--- src/rtl/mem_port_arbiter.sv ---
// Shares one external memory port between debug, EX load/store and instruction fetch.
// Fixed priority dbg > ex > pc, with fetch promoted above EX after MaxWait lost rounds.
module mem_port_arbiter #(
    parameter int AddrWidth = 32,
    parameter int DataWidth = 32,
    parameter int MaxWait   = 8
) (
    input  logic                 clk_i,
    input  logic                 rst_ni,
    input  logic                 dbg_req_i,
    input  logic [AddrWidth-1:0] dbg_addr_i,
    input  logic                 dbg_we_i,
    input  logic [DataWidth-1:0] dbg_wdata_i,
    output logic                 dbg_ready_o,
    output logic [DataWidth-1:0] dbg_rdata_o,
    input  logic                 ex_req_i,
    input  logic [AddrWidth-1:0] ex_addr_i,
    input  logic                 ex_we_i,
    input  logic [DataWidth-1:0] ex_wdata_i,
    output logic                 ex_ready_o,
    output logic [DataWidth-1:0] ex_rdata_o,
    input  logic                 pc_req_i,
    input  logic [AddrWidth-1:0] pc_addr_i,
    output logic                 pc_ready_o,
    output logic [DataWidth-1:0] pc_rdata_o,
    input  logic                 pc_flush_i,
    output logic                 s_req_o,
    output logic [AddrWidth-1:0] s_addr_o,
    output logic                 s_we_o,
    output logic [DataWidth-1:0] s_wdata_o,
    input  logic [DataWidth-1:0] s_rdata_i,
    input  logic                 s_ready_i,
    output logic                 hold_o,
    output logic [1:0]           grant_o
);
    localparam int CntWidth = $clog2(MaxWait + 1);
    localparam logic [1:0] GNT_NONE = 2'd0;
    localparam logic [1:0] GNT_DBG  = 2'd1;
    localparam logic [1:0] GNT_EX   = 2'd2;
    localparam logic [1:0] GNT_PC   = 2'd3;

    typedef enum logic {IDLE = 1'b0, BUSY = 1'b1} state_t;

    state_t                 state_reg;
    logic [1:0]             grant_reg;
    logic                   s_req_reg;
    logic [AddrWidth-1:0]   s_addr_reg;
    logic                   s_we_reg;
    logic [DataWidth-1:0]   s_wdata_reg;
    logic [CntWidth-1:0]    wait_cnt_reg;
    logic                   drop_reg;

    logic                   pc_eligible;
    logic                   pc_promoted;
    logic [1:0]             win_next;
    logic [AddrWidth-1:0]   win_addr;
    logic                   win_we;
    logic [DataWidth-1:0]   win_wdata;
    logic                   done;

    // A flushed fetch must never win, even in the cycle the flush arrives.
    assign pc_eligible = pc_req_i & ~pc_flush_i;
    assign pc_promoted = (wait_cnt_reg >= CntWidth'(MaxWait));

    always_comb begin
        win_next  = GNT_NONE;
        win_addr  = '0;
        win_we    = 1'b0;
        win_wdata = '0;
        if (dbg_req_i) begin
            win_next  = GNT_DBG;
            win_addr  = dbg_addr_i;
            win_we    = dbg_we_i;
            win_wdata = dbg_wdata_i;
        end else if (pc_eligible && (pc_promoted || !ex_req_i)) begin
            win_next  = GNT_PC;
            win_addr  = pc_addr_i;
        end else if (ex_req_i) begin
            win_next  = GNT_EX;
            win_addr  = ex_addr_i;
            win_we    = ex_we_i;
            win_wdata = ex_wdata_i;
        end
    end

    always_ff @(posedge clk_i or negedge rst_ni) begin
        if (!rst_ni) begin
            state_reg    <= IDLE;
            grant_reg    <= GNT_NONE;
            s_req_reg    <= 1'b0;
            s_addr_reg   <= '0;
            s_we_reg     <= 1'b0;
            s_wdata_reg  <= '0;
            wait_cnt_reg <= '0;
            drop_reg     <= 1'b0;
        end else if (state_reg == IDLE) begin
            if (win_next != GNT_NONE) begin
                state_reg   <= BUSY;
                grant_reg   <= win_next;
                s_req_reg   <= 1'b1;
                s_addr_reg  <= win_addr;
                s_we_reg    <= win_we;
                s_wdata_reg <= win_wdata;
            end
            if (win_next == GNT_PC) begin
                wait_cnt_reg <= '0;
            end else if (pc_eligible && (win_next != GNT_NONE) && !pc_promoted) begin
                wait_cnt_reg <= wait_cnt_reg + CntWidth'(1);
            end
        end else begin
            if (s_ready_i) begin
                state_reg <= IDLE;
                grant_reg <= GNT_NONE;
                s_req_reg <= 1'b0;
                drop_reg  <= 1'b0;
            end else if (pc_flush_i && (grant_reg == GNT_PC)) begin
                drop_reg <= 1'b1;
            end
        end
    end

    // Completion is only meaningful while a transfer is outstanding.
    assign done = s_req_reg & s_ready_i;

    assign dbg_ready_o = done & (grant_reg == GNT_DBG);
    assign ex_ready_o  = done & (grant_reg == GNT_EX);
    assign pc_ready_o  = done & (grant_reg == GNT_PC) & ~drop_reg & ~pc_flush_i;

    assign dbg_rdata_o = {DataWidth{dbg_ready_o}} & s_rdata_i;
    assign ex_rdata_o  = {DataWidth{ex_ready_o}}  & s_rdata_i;
    assign pc_rdata_o  = {DataWidth{pc_ready_o}}  & s_rdata_i;

    assign s_req_o   = s_req_reg;
    assign s_addr_o  = s_addr_reg;
    assign s_we_o    = s_we_reg;
    assign s_wdata_o = s_wdata_reg;
    assign grant_o   = grant_reg;
    assign hold_o    = ex_req_i & ~ex_ready_o;
endmodule

--- config.mk ---
export PLATFORM = sky130hd
export DESIGN_NAME = mem_port_arbiter
export DESIGN_NICKNAME = d
export VERILOG_FILES = /design/src/rtl/mem_port_arbiter.sv
export SDC_FILE = /design/constraint.sdc
export NUM_CORES = 1
export LEC_CHECK = 0
export ABC_AREA = 1
export CAP_MARGIN = 0
export CORE_MARGIN = 1.5
export CORE_UTILIZATION = 25
export CTS_CLUSTER_SIZE = 12
export DETAILED_ROUTE_END_ITERATION = 8
export PLACE_DENSITY = 0.61
export SYNTH_ARGS = -nofsm -noshare
export SYNTH_HDL_FRONTEND = slang
export SYNTH_SLANG_ARGS = --single-unit
--- constraint.sdc ---
create_clock -name clk_i -period 1.4 [get_ports clk_i]
set_clock_uncertainty 0.1 [all_clocks]
set_input_delay 0.28 -clock clk_i [delete_from_list [all_inputs] [get_ports clk_i]]
set_output_delay 0.28 -clock clk_i [all_outputs]
set_load 0.1 [all_outputs]
**Word level (Yosys, flattened, before mapping)**

Index checks and enable logic that the tools add are counted.

- $add $sub $neg: 1
- $mul: 0
- Div/mod/pow operators: 0
- Magnitude comparators: 1
- Eq/ne operators: 5
- Shift operators: 0
- Muxes and demuxes: 25
- Bitwise operators: 15
- Reduce and logical (&&, ||, !) cells: 15

Operators by type and width:

| cell | number |
|---|---|
| 2-to-1 mux 32 bit | 6 |
| AND 32 bit | 3 |
| 2-to-1 mux 2 bit | 6 |
| 2-to-1 mux 1 bit | 11 |
| AND 1 bit | 8 |
| 2-to-1 mux 4 bit | 2 |
| AND reduction 2 bit | 4 |
| nonzero test 2 bit | 4 |
| equality test 2 bit (second input constant) | 3 |
| adder 4 x 1 -> 4 bit (second input constant) | 1 |
| greater-or-equal comparator 4 bit (second input constant) | 1 |
| logical AND 1 bit | 4 |
| NOT 1 bit | 4 |
| equality test 2 x 1 -> 1 bit (second input constant) | 1 |
| logical NOT 1 bit | 2 |
| != test 2 bit (second input constant) | 1 |
| logical OR 1 bit | 1 |

- Register bits: 74
- Bits in latches: 0
- RAM bits: 0
- Bits in read-only memories: 0
- Input port bits: 201
- Output and inout bits: 168
- Word-level logic and storage cells: 70
- Memories: 0

**Depth between registers and ports, before layout**

- Depth after elaboration: 10
- Mapped depth: 9
- Depth with buffers taken out: 8

**Worst setup path before layout**

No wires, ideal clock.

- Path type: register to output
- Start point: register grant_reg[1], in the netlist grant_o[1]
- End point: output port ex_rdata_o[10]
- Arrival time: 5,164 ps
- Data required time: 1,020 ps
- Slack: -4,144 ps
- Stages on the path, launching flop included: 6
- Path buffers: 1
- Path through: dfrtp_1 -> inv_1 -> nor3_1 -> inv_1 -> buf_2 -> nor2_1

- Cells in the longest elaborated chain, start to end: 3

RTL lines:

| element | line | text |
|---|---|---|
| start: declaration | 45 | `logic [1:0] grant_reg;` |
| start signal: assignment | 99 | `grant_reg <= win_next;` |
| equality test 2 bit | 126 | `assign ex_ready_o = done & (grant_reg == GNT_EX);` |
| AND 1 bit | 126 |  |
| net ex_ready_o | 20 | `output logic ex_ready_o,` |
| AND 32 bit | 130 | `assign ex_rdata_o = {DataWidth{ex_ready_o}} & s_rdata_i;` |
| end: declaration | 21 | `output logic [DataWidth-1:0] ex_rdata_o,` |

The timed path passes the listed nets, and every way through them passes these cells.

**Worst setup path after layout**

- Start point: register grant_reg[0], in the netlist grant_o[0]
- End point: output port ex_rdata_o[18]

- Cells in the longest elaborated chain, start to end: 3

RTL lines:

| element | line |
|---|---|
| equality test 2 bit | 126 |
| AND 1 bit | 126 |
| AND 32 bit | 130 |

No other way between the ends.

==> summary.txt <==
Run status
  • Status: complete, but fails checks
  • Failing checks: negative setup slack

Yosys
  • Mapped Cells: approximately 810
  • Most used flip-flop cell after synthesis: dfrtp_1
  • Syn. warnings: 0
  • Top cells by area, synth: dfrtp_1 (37%), nand2_1 (20%), nor2_1 (15%), nand3b_1 (4.7%), nand4_1 (4.0%)
  • Post-synth ARST share: 100%
  • Number of synthesized register bits: 74
  • Synth Cell Area: roughly 0.005 mm²
  • Cell accounting for the most synthesized area: dfrtp_1
  • Syn avg cell area: 6.19 µm²
  • Sequential fraction of the synthesis area: between 30% and 40%
  • Post-Syn Nets: ~1000
  • Number of synthesized flops with an enable pin: 0
  • Yosys cell types: 24
  • Area share of the largest cell type after synthesis: between 30% and 40%

CTS
  • TritonCTS clock tree: done
  • Max Root-Sink Buffers: 2
  • CTS buffer count: 9
  • Clock latency on the worst-skew pair: 0.33 ns
  • Clk slew on worst S/H paths: 0.06 ns
  • Root Driver: clkbuf_16
  • Clock sink total: 74
  • H-tree Lvls: 3

Floorplan
  • CORE AREA: 0.0195 mm²
  • Die extent in x: 144 µm
  • Row cnt: 51
  • Die height: 144 µm
  • Initial core utilization: 25.6%
  • Die area: 0.0208 mm²
  • I/O Pins: 369

Route
  • Drt total wl: 24800 µm
  • Vias: 6788
  • Drt first-iter violations: 216
  • Routed len/inst: 16.8 µm
  • DRC violations left: 0
  • First-pass iteration count of the detailed router: 4
  • Number of routed nets with antenna violations: 0
  • Via-per-instance ratio: between 4 and 5

Cells and area
  • FILL cells: 1619
  • Core Util, Final: 66.3%
  • Layout cells sized above 1: 35.0%
  • Register area: 0.00186 mm²
  • Nets: 1411
  • Multi-input logic area: 0.00367 mm²
  • Non-Filler Instances: approximately 1500
  • P&R area growth vs syn: 159%

STA
  • Fin crit share: 145%
  • Fmax achieved: 0.491 GHz
  • Max-slew headroom: about three quarters
  • Setup ws final: -0.636 ns
  • Final setup viols: 104
  • Worst Tran Pin Value: 0.402 ns
  • Final Hold Vio Count: 0
  • Fin crit period: 2.04 ns
  • Pins Over Slew Limit: 0
  • Unrepaired setup endpoints after global routing: yes

Placement
  • Port buffer count: 368
  • Placed insts: 1435
  • DP HPWL: roughly 18000 µm
  • Dpl ws: -0.696 ns
  • Gpl congestion: 0.783

Global routing
  • Largest net degree at the start of global routing: 66
  • GRT Total Usage: a little over a fifth
  • Number of global-route vias before repair: 6193
  • Initial antenna violation count: 2
  • GRT Residual Overflow: 0
  • First-pass GRT wire length: 34100 µm

Worst setup path
  • Critical Path RT: 1.02 ns
  • Max FO, Critical Path: 6
  • Critical Path AT: 1.66 ns
  • Crit end category: output pin
  • Worst setup path startpoint: grant_o[0]
  • CP Class: reg -> out
  • Startpoint types: flop
  • Worst reg2reg startpoint: wait_cnt_reg[3]

Power
  • Worst vdd ir: between 1000 and 1500 µV
  • Tot Pwr: 23.8 mW
  • Leak: 5.68 nW
  • P per Cell Area: around 1800 mW/mm²

Hold path
  • Hold Startpoint: pc_flush_i
  • Hold WC Path Type: in -> reg

Flow run
  • Max Cap Viol: 0
synthesized netlist by cell type (2+ instances only):
cell type	instances
o21ai_0	35
ha_1	2
inv_2	4
buf_1	4
nand3_1	37
dfrtp_1	74
nor3_1	3
buf_2	24
nand2_1	272
nand4_1	32
inv_1	46
clkbuf_1	30
o21ai_1	4
nand3b_1	31
a21oi_1	3
nand2_2	3
nor2_1	195
layer usage:
metal  GRT usage (%)  wire length [µm]  vias to the layer above
met4            5.42               618                        2
met3            4.97              1650                       40
met1            24.5              9360                     3175
met5               0                13                        -
met2            39.7             13100                      247
li1                -                 -                     3324
cell type report:
class / instances / share of cell area, %
Antenna cell: 1 / 0.0193
Timing Repair Buffer: 450 / 51.0
Multi-Input combinational cell: 623 / 28.3
Sequential cell: 74 / 14.4
Clock buffer: 11 / 1.87
Tap cell: 265 / 2.56
Inverter: 50 / 1.56
Clock inverter: 5 / 0.290
layout by cell type (no fill, tap or decap), types with 4 or more instances in the layout:
cell and count:
buf_12 194, buf_4 31, buf_6 10, clkbuf_16 19, clkdlybuf4s50_1 194, dfrtp_1 71
inv_1 39, inv_2 6, inv_4 4, nand2_1 271, nand3_1 36, nand3b_1 31
nand4_1 32, nor2_1 92, nor2_2 6, nor2_4 98, o21ai_0 6, o21ai_2 25
o21ai_4 5
path summary, 6_finish.rpt:
check                           slack [ns]  depth (start not counted)              to
worst min-delay path                  0.29                          4        drop_reg
worst min register to register        0.44                          2   s_wdata_o[14]
worst max-delay path                 -0.64                          5  ex_rdata_o[18]
worst max register to register       -0.02                          8          s_we_o
max in group asynchronous             0.38                          3     s_addr_o[7]
min in group asynchronous             0.33                          2   s_wdata_o[31]
per-stage QoR:
step	area [µm²]	hold slack, ns	setup TNS (ns)
floorplan	5920	-0.116	-116.52
global placement	11900	0.134	-92.91
detailed placement	11900	0.133	-95.07
CTS	12400	0.277	-59.26
global route	12900	0.334	-68.21
finish	12900	0.290	-60.14
power breakdown:
part | switching [mW] | internal [mW]
sequential | 0.974 | 3.07
clock | 0.925 | 1.26
combinational | 11.2 | 6.38
critical path, stage by stage, from the launching register on:
cell       delay [ns]
dfrtp_4          0.51
nor3_4           0.22
inv_4            0.11
clkbuf_16        0.19
nor2_4           0.11
buf_12           0.18
kinds of logic after synthesis:
| group | after synthesis | share of synthesized area, % |
|---|---|---|
| and+or+nand+nor | 576 | 48.8 |
| AOI/OAI and AO/OA | 44 | 4.46 |
| buffers and inverters | 109 | 8.95 |
| adders and majority gates | 2 | 0.501 |
| DFF | 74 | 37.1 |
| xor gates and xnor gates | 1 | 0.175 |
timing repair:
item | in CTS | in global routing
buffers inserted | 4 | 8
setup endpoints to repair | 174 | 166
endpoints found under the hold margin | 26 | 0
gates cloned | 4 | 13
pin swaps | 7 | 43
gates resized for setup | 27 | 80
hold buffers | 1 | 0
No activity file was read; power rests on OpenSTA's default activity.
